$ cat config.mk
export PLATFORM = sky130hd
export DESIGN_NAME = cpu_control
export DESIGN_NICKNAME = d
export VERILOG_FILES = /design/src/rtl/cpu_control_pkg.sv /design/src/rtl/cpu_control.sv
export SDC_FILE = /design/constraint.sdc
export NUM_CORES = 1
export LEC_CHECK = 0
export CAP_MARGIN = 5
export CORE_MARGIN = 5
export CORE_UTILIZATION = 35
export CTS_CLUSTER_DIAMETER = 100
export DETAILED_ROUTE_END_ITERATION = 10
export PLACE_DENSITY = 0.88
export SKIP_CTS_REPAIR_TIMING = 1
export SLEW_MARGIN = 20
export SYNTH_ARGS = -nofsm -noshare
export SYNTH_HDL_FRONTEND = slang
export SYNTH_SLANG_ARGS = --single-unit
$ cat constraint.sdc
create_clock -name clk -period 1.75 [get_ports clk]
set_input_delay 0.35 -clock clk [delete_from_list [all_inputs] [get_ports clk]]
set_output_delay 0.35 -clock clk [all_outputs]
set_load 0.01 [all_outputs]
$ cat src/rtl/cpu_control_pkg.sv
// ----------------------------------------------------------------------------
// cpu_control_pkg
// Shared RV32I type definitions for the multicycle CPU: opcode and funct3
// encodings, ALU operations, the control FSM state type and the datapath
// mux-select constants driven by cpu_control.
// No ports (package).
// ----------------------------------------------------------------------------
package cpu_control_pkg;

  typedef enum logic [6:0] {
    op_lui   = 7'b0110111,
    op_auipc = 7'b0010111,
    op_jal   = 7'b1101111,
    op_jalr  = 7'b1100111,
    op_br    = 7'b1100011,
    op_load  = 7'b0000011,
    op_store = 7'b0100011,
    op_imm   = 7'b0010011,
    op_reg   = 7'b0110011,
    op_csr   = 7'b1110011
  } rv32i_opcode;

  typedef enum logic [2:0] {
    beq  = 3'b000,
    bne  = 3'b001,
    blt  = 3'b100,
    bge  = 3'b101,
    bltu = 3'b110,
    bgeu = 3'b111
  } branch_funct3_t;

  typedef enum logic [2:0] {
    lb  = 3'b000,
    lh  = 3'b001,
    lw  = 3'b010,
    lbu = 3'b100,
    lhu = 3'b101
  } load_funct3_t;

  typedef enum logic [2:0] {
    sb = 3'b000,
    sh = 3'b001,
    sw = 3'b010
  } store_funct3_t;

  typedef enum logic [2:0] {
    add  = 3'b000,
    sll  = 3'b001,
    slt  = 3'b010,
    sltu = 3'b011,
    axor = 3'b100,
    sr   = 3'b101,
    aor  = 3'b110,
    aand = 3'b111
  } arith_funct3_t;

  typedef enum logic [2:0] {
    alu_add = 3'b000,
    alu_sll = 3'b001,
    alu_sra = 3'b010,
    alu_sub = 3'b011,
    alu_xor = 3'b100,
    alu_srl = 3'b101,
    alu_or  = 3'b110,
    alu_and = 3'b111
  } alu_ops;

  typedef enum logic [3:0] {
    S_FETCH1    = 4'd0,
    S_FETCH2    = 4'd1,
    S_FETCH3    = 4'd2,
    S_DECODE    = 4'd3,
    S_IMM       = 4'd4,
    S_REG       = 4'd5,
    S_LUI       = 4'd6,
    S_AUIPC     = 4'd7,
    S_BR        = 4'd8,
    S_CALC_ADDR = 4'd9,
    S_LD1       = 4'd10,
    S_LD2       = 4'd11,
    S_ST1       = 4'd12,
    S_ILLEGAL   = 4'd13,
    S_HALT      = 4'd14
  } ctrl_state_t;

  localparam logic       pcmux_pc_plus4   = 1'b0;
  localparam logic       pcmux_alu        = 1'b1;

  localparam logic       cmpmux_rs2       = 1'b0;
  localparam logic       cmpmux_i         = 1'b1;

  localparam logic       alumux1_rs1      = 1'b0;
  localparam logic       alumux1_pc       = 1'b1;

  localparam logic [2:0] alumux2_i        = 3'd0;
  localparam logic [2:0] alumux2_u        = 3'd1;
  localparam logic [2:0] alumux2_b        = 3'd2;
  localparam logic [2:0] alumux2_s        = 3'd3;
  localparam logic [2:0] alumux2_rs2      = 3'd4;

  localparam logic       marmux_pc        = 1'b0;
  localparam logic       marmux_alu       = 1'b1;

  localparam logic [1:0] regfilemux_alu   = 2'd0;
  localparam logic [1:0] regfilemux_br_en = 2'd1;
  localparam logic [1:0] regfilemux_u_imm = 2'd2;
  localparam logic [1:0] regfilemux_mdr   = 2'd3;

  localparam logic [3:0] byte_en_word     = 4'b1111;

  // Only full-word memory accesses are implemented by the datapath.
  function automatic logic is_word_access(input logic [2:0] f3);
    return f3 == 3'b010;
  endfunction

endpackage

$ cat src/rtl/cpu_control.sv
// ----------------------------------------------------------------------------
// cpu_control
// Multicycle control FSM for the RV32I datapath. Steps each instruction
// through fetch, decode, execute, memory and writeback, drives every datapath
// register load and mux select, and runs the memory read/write handshake.
//
// Ports:
//   clk, rst_n          clock (rising edge), synchronous active-low reset
//   opcode/funct3/funct7 instruction fields from IR
//   br_en               comparator result
//   mem_resp            memory done, single-cycle pulse
//   load_*              datapath register loads
//   *mux_sel            datapath mux selects
//   aluop, cmpop        ALU / comparator operation
//   mem_read/mem_write  memory strobes, mem_byte_enable write mask
//   illegal             unsupported-instruction flag
//
// Build option:
//   CPU_CONTROL_HALT_EN  when defined, an illegal instruction parks the FSM
//                        in HALT (illegal held high) until reset; otherwise
//                        the instruction is skipped.
//
// state     | meaning
// ----------+---------------------------------------------------------
// FETCH1    | MAR <= PC
// FETCH2    | memory read of instruction, wait for mem_resp
// FETCH3    | IR <= MDR
// DECODE    | branch on opcode
// IMM/REG   | ALU op with immediate / rs2, writeback, PC += 4
// LUI       | rd <= u_imm, PC += 4
// AUIPC     | rd <= PC + u_imm, PC += 4
// BR        | PC <= br_en ? PC + b_imm : PC + 4
// CALC_ADDR | MAR <= rs1 + imm (store also latches data_out)
// LD1       | memory read, wait for mem_resp
// LD2       | rd <= MDR, PC += 4
// ST1       | memory write, wait for mem_resp, PC += 4 on resp
// ILLEGAL   | flag illegal, skip instruction
// HALT      | parked with illegal high until reset
// ----------------------------------------------------------------------------
module cpu_control
  import cpu_control_pkg::*;
(
  input  logic           clk,
  input  logic           rst_n,
  input  logic [6:0]     opcode,
  input  logic [2:0]     funct3,
  input  logic [6:0]     funct7,
  input  logic           br_en,
  input  logic           mem_resp,
  output logic           load_pc,
  output logic           load_ir,
  output logic           load_regfile,
  output logic           load_mar,
  output logic           load_mdr,
  output logic           load_data_out,
  output logic           pcmux_sel,
  output logic           cmpmux_sel,
  output logic           alumux1_sel,
  output logic           marmux_sel,
  output logic [2:0]     alumux2_sel,
  output logic [1:0]     regfilemux_sel,
  output alu_ops         aluop,
  output branch_funct3_t cmpop,
  output logic           mem_read,
  output logic           mem_write,
  output logic [3:0]     mem_byte_enable,
  output logic           illegal
);

  ctrl_state_t state_q, state_d;

  logic is_imm_state;
  logic is_store;
  logic alt_op;

  assign is_imm_state = (state_q == S_IMM);
  assign is_store     = (opcode == op_store);
  // funct7[5] selects sra over srl and sub over add; other funct7 bits are
  // not decoded by this controller.
  assign alt_op       = funct7[5];

  logic unused_funct7;
  assign unused_funct7 = ^{funct7[6], funct7[4:0]};

  // --------------------------------------------------------------------------
  // State register
  // --------------------------------------------------------------------------
  always_ff @(posedge clk) begin
    if (!rst_n) begin
      state_q <= S_FETCH1;
    end else begin
      state_q <= state_d;
    end
  end

  // --------------------------------------------------------------------------
  // Next-state logic
  // --------------------------------------------------------------------------
  always_comb begin
    state_d = state_q;
    case (state_q)
      S_FETCH1: state_d = S_FETCH2;
      S_FETCH2: if (mem_resp) state_d = S_FETCH3;
      S_FETCH3: state_d = S_DECODE;
      S_DECODE: begin
        case (opcode)
          op_imm:            state_d = S_IMM;
          op_reg:            state_d = S_REG;
          op_lui:            state_d = S_LUI;
          op_auipc:          state_d = S_AUIPC;
          op_br:             state_d = S_BR;
          op_load, op_store: state_d = S_CALC_ADDR;
          default:           state_d = S_ILLEGAL;
        endcase
      end
      S_IMM, S_REG, S_LUI, S_AUIPC, S_BR, S_LD2: state_d = S_FETCH1;
      S_CALC_ADDR: begin
        if (!is_word_access(funct3)) begin
          state_d = S_ILLEGAL;
        end else if (is_store) begin
          state_d = S_ST1;
        end else begin
          state_d = S_LD1;
        end
      end
      S_LD1: if (mem_resp) state_d = S_LD2;
      S_ST1: if (mem_resp) state_d = S_FETCH1;
`ifdef CPU_CONTROL_HALT_EN
      S_ILLEGAL: state_d = S_HALT;
      S_HALT:    state_d = S_HALT;
`else
      S_ILLEGAL: state_d = S_FETCH1;
      // Unreachable without the halt option; recover to fetch.
      S_HALT:    state_d = S_FETCH1;
`endif
      default:   state_d = S_FETCH1;
    endcase
  end

  // --------------------------------------------------------------------------
  // State actions
  // --------------------------------------------------------------------------
  always_comb begin
    load_pc         = 1'b0;
    load_ir         = 1'b0;
    load_regfile    = 1'b0;
    load_mar        = 1'b0;
    load_mdr        = 1'b0;
    load_data_out   = 1'b0;
    pcmux_sel       = pcmux_pc_plus4;
    cmpmux_sel      = cmpmux_rs2;
    alumux1_sel     = alumux1_rs1;
    marmux_sel      = marmux_pc;
    alumux2_sel     = alumux2_i;
    regfilemux_sel  = regfilemux_alu;
    aluop           = alu_add;
    cmpop           = branch_funct3_t'(funct3);
    mem_read        = 1'b0;
    mem_write       = 1'b0;
    mem_byte_enable = byte_en_word;
    illegal         = 1'b0;

    case (state_q)
      S_FETCH1: begin
        load_mar   = 1'b1;
        marmux_sel = marmux_pc;
      end
      S_FETCH2: begin
        mem_read = 1'b1;
        load_mdr = 1'b1;
      end
      S_FETCH3: load_ir = 1'b1;
      S_IMM, S_REG: begin
        load_regfile = 1'b1;
        load_pc      = 1'b1;
        pcmux_sel    = pcmux_pc_plus4;
        alumux2_sel  = is_imm_state ? alumux2_i : alumux2_rs2;
        // arith funct3 and alu_ops share encodings except for the cases below
        aluop        = alu_ops'(funct3);
        case (funct3)
          sr:  if (alt_op) aluop = alu_sra;
          add: if (!is_imm_state && alt_op) aluop = alu_sub;
          slt: begin
            regfilemux_sel = regfilemux_br_en;
            cmpop          = blt;
            cmpmux_sel     = is_imm_state ? cmpmux_i : cmpmux_rs2;
          end
          sltu: begin
            regfilemux_sel = regfilemux_br_en;
            cmpop          = bltu;
            cmpmux_sel     = is_imm_state ? cmpmux_i : cmpmux_rs2;
          end
          default: ;
        endcase
      end
      S_LUI: begin
        regfilemux_sel = regfilemux_u_imm;
        load_regfile   = 1'b1;
        load_pc        = 1'b1;
      end
      S_AUIPC: begin
        alumux1_sel  = alumux1_pc;
        alumux2_sel  = alumux2_u;
        aluop        = alu_add;
        load_regfile = 1'b1;
        load_pc      = 1'b1;
      end
      S_BR: begin
        alumux1_sel = alumux1_pc;
        alumux2_sel = alumux2_b;
        aluop       = alu_add;
        pcmux_sel   = br_en ? pcmux_alu : pcmux_pc_plus4;
        load_pc     = 1'b1;
      end
      S_CALC_ADDR: begin
        marmux_sel = marmux_alu;
        load_mar   = 1'b1;
        aluop      = alu_add;
        if (is_store) begin
          alumux2_sel   = alumux2_s;
          load_data_out = 1'b1;
        end else begin
          alumux2_sel   = alumux2_i;
        end
      end
      S_LD1: begin
        mem_read = 1'b1;
        load_mdr = 1'b1;
      end
      S_LD2: begin
        regfilemux_sel = regfilemux_mdr;
        load_regfile   = 1'b1;
        load_pc        = 1'b1;
      end
      S_ST1: begin
        mem_write = 1'b1;
        // PC advances in the same cycle the write completes.
        if (mem_resp) load_pc = 1'b1;
      end
      S_ILLEGAL: begin
        load_pc = 1'b1;
        illegal = 1'b1;
      end
      S_HALT: illegal = 1'b1;
      default: ;
    endcase
  end

endmodule

Word level (Yosys, flattened, before mapping)
Index checks and enable logic that the tools add are counted.

Add/sub/neg operators: 0. Multiply operators: 0. Divide/modulo/power cells: 0. Order comparisons: 0. Eq/ne operators: 27. Shift operators: 0. Muxes and demuxes: 35. Bitwise operators: 0. Reduce and logical (&&, ||, !) cells: 14.

Operators by type and width (count): == test 4 bit, second input constant (7); one-hot mux 4 bit (7 select lines) (1); one-hot mux 4 bit (6 select lines) (1); == test 7 x 6 -> 1 bit, second input constant (3); 2-to-1 mux 3 bit (7); 2-to-1 mux 1 bit (17); == test 4 x 3 -> 1 bit, second input constant (4); == test 7 x 5 -> 1 bit, second input constant (2); OR reduction 2 bit (7); 2-to-1 mux 4 bit (3); one-hot mux 3 bit (2 select lines) (2); one-hot mux 3 bit (4 select lines) (1); == test 4 x 2 -> 1 bit, second input constant (2); == test 7 x 2 -> 1 bit, second input constant (1); == test 7 bit, second input constant (1); OR reduction 7 bit (1); == test 3 x 2 -> 1 bit, second input constant (2); != test 2 bit, second input constant (3); one-hot mux 2 bit (3 select lines) (1); OR reduction 5 bit (1); == test 4 x 1 -> 1 bit, second input constant (1); zero test 4 bit (1); == test 3 bit, second input constant (1); zero test 3 bit (1); 5 further kinds (5).

Flip-flop bits (word level): 4. Latch bits: 0. RAM bits: 0. Memory bits (read-only): 0. Input port bits: 21. Output and inout port bits: 28. Logic and storage cells: 77. Memories kept: 0.

Logic depth before layout (Yosys ltp)
Depth in word-level cells: 6. Depth in mapped cells: 6. Depth with buffers taken out: 5.

Worst setup path after synthesis
No wires, ideal clock.

Kind: flip-flop to output port. Start: register state_q[1]. End: output port mem_read. Arrival: 1258 ps. Data required time: 1400 ps. Path slack: 142 ps. Cell stages (with the launch flop): 6. Path buffers: 2. Path through: dfxtp_1 buf_2 nand2_1 o22a_1 nor2_1 buf_4.

Word-level cells in the longest chain between the ends: 3. Elaborated cells on any way between the ends: 4. Those cells by class: eq/ne (2); mux (1); reduce/logical (1).

Ends and longest elaborated chain: start, declared (line cpu_control.sv:70) `ctrl_state_t state_q, state_d;`; start signal, assigned (line cpu_control.sv:92) `state_q <= state_d;`; == test 4 bit / == test 4 x 1 -> 1 bit (equally long branches); OR reduction 2 bit (no source line) *; 2-to-1 mux 1 bit *; end, declared (line cpu_control.sv:64) `output logic mem_read,`.

Mark *: on every way between the ends. The rest lies on a longest branch, timed or not.

Worst setup path after layout
Start: register state_q[0]. End: output port aluop[0].

Word-level cells in the longest chain between the ends: 6. Elaborated cells on any way between the ends: 8. Those cells by class: eq/ne (2); mux (3); reduce/logical (3).

Ends and longest elaborated chain: == test 4 x 3 -> 1 bit (line cpu_control.sv:76, cpu_control.sv:163); zero test 1 bit (line cpu_control.sv:182) `add: if (!is_imm_state && alt_op) aluop = alu_sub;`; logical AND 1 bit (line cpu_control.sv:182); 2-to-1 mux 3 bit (line cpu_control.sv:182); one-hot mux 3 bit (2 select lines) (line cpu_control.sv:180) `case (funct3)`; 2-to-1 mux 3 bit * (line cpu_control.sv:163) `case (state_q)`; end, declared (line cpu_control.sv:62) `output alu_ops aluop,`.

Marked as above.

==> flow_summary.json <==
{
  "wl_met2_mm": 1.67,
  "r2r-end": "state_q[0]",
  "cts_tree": "built",
  "gp_congestion": 0.901,
  "synth_mux_area_frac": 0,
  "drc": 0,
  "avgSynthCellArea_sq_um": 6.37,
  "synth_fa_ha_area_frac": 0,
  "crit_path_end_kind": "output pin",
  "yosys_warnings": 0,
  "p_total_mw": 0.867,
  "start_kind": "flop",
  "grt_use_total": 0.189,
  "ys.flop_type": "dfxtp_1",
  "clockRootBuffer": "clkbuf_4",
  "finalNetCount": 200,
  "finalCriticalPeriod_ns": 1.77,
  "drtPass1Iterations": 4,
  "area_growth_syn_to_layout_pct": 98.2,
  "detailed_place_hpwl_mm": 2.15,
  "clk_pin_slew_worst_paths_ns": 0.03,
  "via_per_inst": 5.24,
  "rrSetupSlack_ns": 0.17,
  "drt_iter0_drc": 30,
  "top_layer": "met4",
  "vias": 1068,
  "synthCells": 111,
  "start_util": 0.364,
  "synth_commonest_cells": "nand2_1 (11), nor2_1 (10), nand2b_1 (8)",
  "worst-path-buf-inv": 1,
  "grt_pass1_vias": 1017,
  "status": "complete, but fails checks",
  "antenna_found_initial": 0,
  "clock.fmax_mhz": 565,
  "die_h_microns": 54.9,
  "required_ns": 1.40,
  "clk_latency_ns": 0.24,
  "portBuffers": 38,
  "critPathTopFamily": "compound AO/OA/AOI/OAI gates",
  "final_hold_viol_count": 0,
  "antenna_cells": 0,
  "cts_buffers": 3,
  "crit_path_max_fanout": 5,
  "rows": 16,
  "synth_top_area_frac": 0.113,
  "drive_gt1_frac": 0.362,
  "hold_end": "state_q[0]",
  "io_pins": 49,
  "slowest_delay_ns": 0.34,
  "yosysMostFrequentCell": "nand2_1",
  "layout_setup_ws_ns": -0.0198,
  "wl_met3_microns": 234,
  "leakage_nw": 0.933,
  "synth-edff-count": 0,
  "ys_types": 44,
  "synthSimpleGateAreaFrac": 0.435,
  "cts_max_path_buffers": 2,
  "cts_sinks": 4,
  "grt_pass1_wl_mm": 4.18,
  "ant_nets": 0,
  "ys_async_sr_fraction": 0,
  "reg2reg_depth": 7,
  "slowest_stage": "dfxtp_2",
  "hold_depth": 4,
  "top_regs": "state_q: 4 flops",
  "vdd.ir_drop.worst_uv": 534,
  "netlist_area_sq_um": 707,
  "top_register": "state_q",
  "p_per_area_nw_per_um2": 619,
  "max-cap-violations": 0,
  "min-delay-start": "opcode[1]",
  "violations": "setup timing",
  "synth_compound_area_frac": 0.297,
  "setup_viol": 1,
  "yosys.area.top_type": "dfxtp_1",
  "skew_ns": 0.0121,
  "yosys.area_share.xor_xnor": 0.0248,
  "rr_startpoint": "state_q[3]",
  "chipWidth_microns": 54.9,
  "synthTopCellsByArea": "dfxtp_1 (11%), nand2b_1 (7.1%), nand2_1 (5.8%)",
  "drv_slew": 0,
  "ys_seq_area_frac": 0.113,
  "synth_top_family_by_area": "simple AND/OR/NAND/NOR gates",
  "critPathKind": "reg2out",
  "fp.dieArea_sq_um": 3020,
  "tns_ns": -0.0198,
  "htreeDepth": 1,
  "totalWireLength_mm": 3.05,
  "grt_max_degree": 13,
  "largest_reg_flops": 4,
  "worstPathCellList": "nand2b_4 -> o31ai_4 -> nor3_1 -> o21a_1 -> dlymetal6s2s_1",
  "period_share": 1.01,
  "wl_per_cell_microns": 15.0,
  "rsz0062_at_grt": "true",
  "wl_met1_mm": 1.09,
  "grt-ovfl-total": 0,
  "hold_path.class": "in2reg",
  "worstPathArrival_ns": 1.42,
  "ys_seq_elements": 4,
  "core-area_sq_um": 1940
}
worst min-delay path, cell delays in order:
cell and delay (ns):
dlymetal6s2s_1 0.11, nand3b_1 0.10, o21ai_1 0.14, a21oi_1 0.07
cell type report:
| type | count | area [sq um] |
|---|---|---|
| multi-input combinational | 94 | 604 |
| inverter | 6 | 22.5 |
| clock buffer | 3 | 22.5 |
| sequential | 4 | 92.6 |
| tap | 27 | 33.8 |
| fill | 160 | 541 |
| timing repair buffer | 70 | 626 |
routing by layer:
layer / vias to the layer above / track usage
li1: 518 / -
met1: 486 / 0.183
met2: 54 / 0.364
met3: 10 / 0.0536
met4: 0 / 0.0810
met5: - / 0
power breakdown:
group	internal [mW]	switching [mW]	leakage (nW)
combinational	0.311	0.278	0.884
clock	0.0769	0.0406	0.0138
sequential	0.114	0.0457	0.0352
worst max path at each step:
stage | startpoint | endpoint | slack [ns] | cells past startpoint
finish | state_q[0] | aluop[0] | -0.02 | 5
global route | state_q[0] | aluop[0] | -0.09 | 5
CTS | opcode[1] | alumux2_sel[0] | -0.58 | 6
detailed placement | opcode[1] | alumux2_sel[0] | -0.58 | 6
global placement | opcode[1] | alumux2_sel[0] | -0.56 | 6
floorplan | state_q[1] | mem_read | 0.14 | 5
cells by family (layout without fill, tap and decap cells):
kind of cell / count (synthesis) / in the layout
simple gates: 56 / 56
compound gates: 32 / 32
buf+inv: 16 / 79
flops: 4 / 4
xor+xnor: 2 / 2
other cells: 1 / 4
cells in the final DEF, fill, tap and decap left out, types with 2 or more instances in the layout:
cell type / count
and3_1: 2
o21ai_1: 3
nand3_1: 3
o21a_1: 2
a21oi_1: 6
a31oi_1: 4
buf_2: 5
clkbuf_2: 6
nor3_1: 5
nor2b_1: 2
inv_1: 5
dlymetal6s2s_1: 24
nand2b_1: 6
conb_1: 4
clkbuf_4: 3
buf_4: 32
nor2_1: 7
or2_1: 2
nand2_1: 11
nor2_2: 2
o21ai_0: 5
and2_1: 2
nand2b_4: 2
clkdlybuf4s50_1: 3
dfxtp_4: 3
metrics by stage:
stage	util	instance area [sq um]	std cells	setup slack [ns]	hold WS, ns
global route	0.722	1400	204	-0.0925	0.612
finish	0.722	1400	204	-0.0198	0.580
detailed placement	0.666	1290	199	-0.579	0.747
global placement	0.666	1290	199	-0.559	0.701
CTS	0.677	1320	202	-0.579	0.738
floorplan	-	718	114	0.142	0.484
No activity file was read; power rests on OpenSTA's default activity.
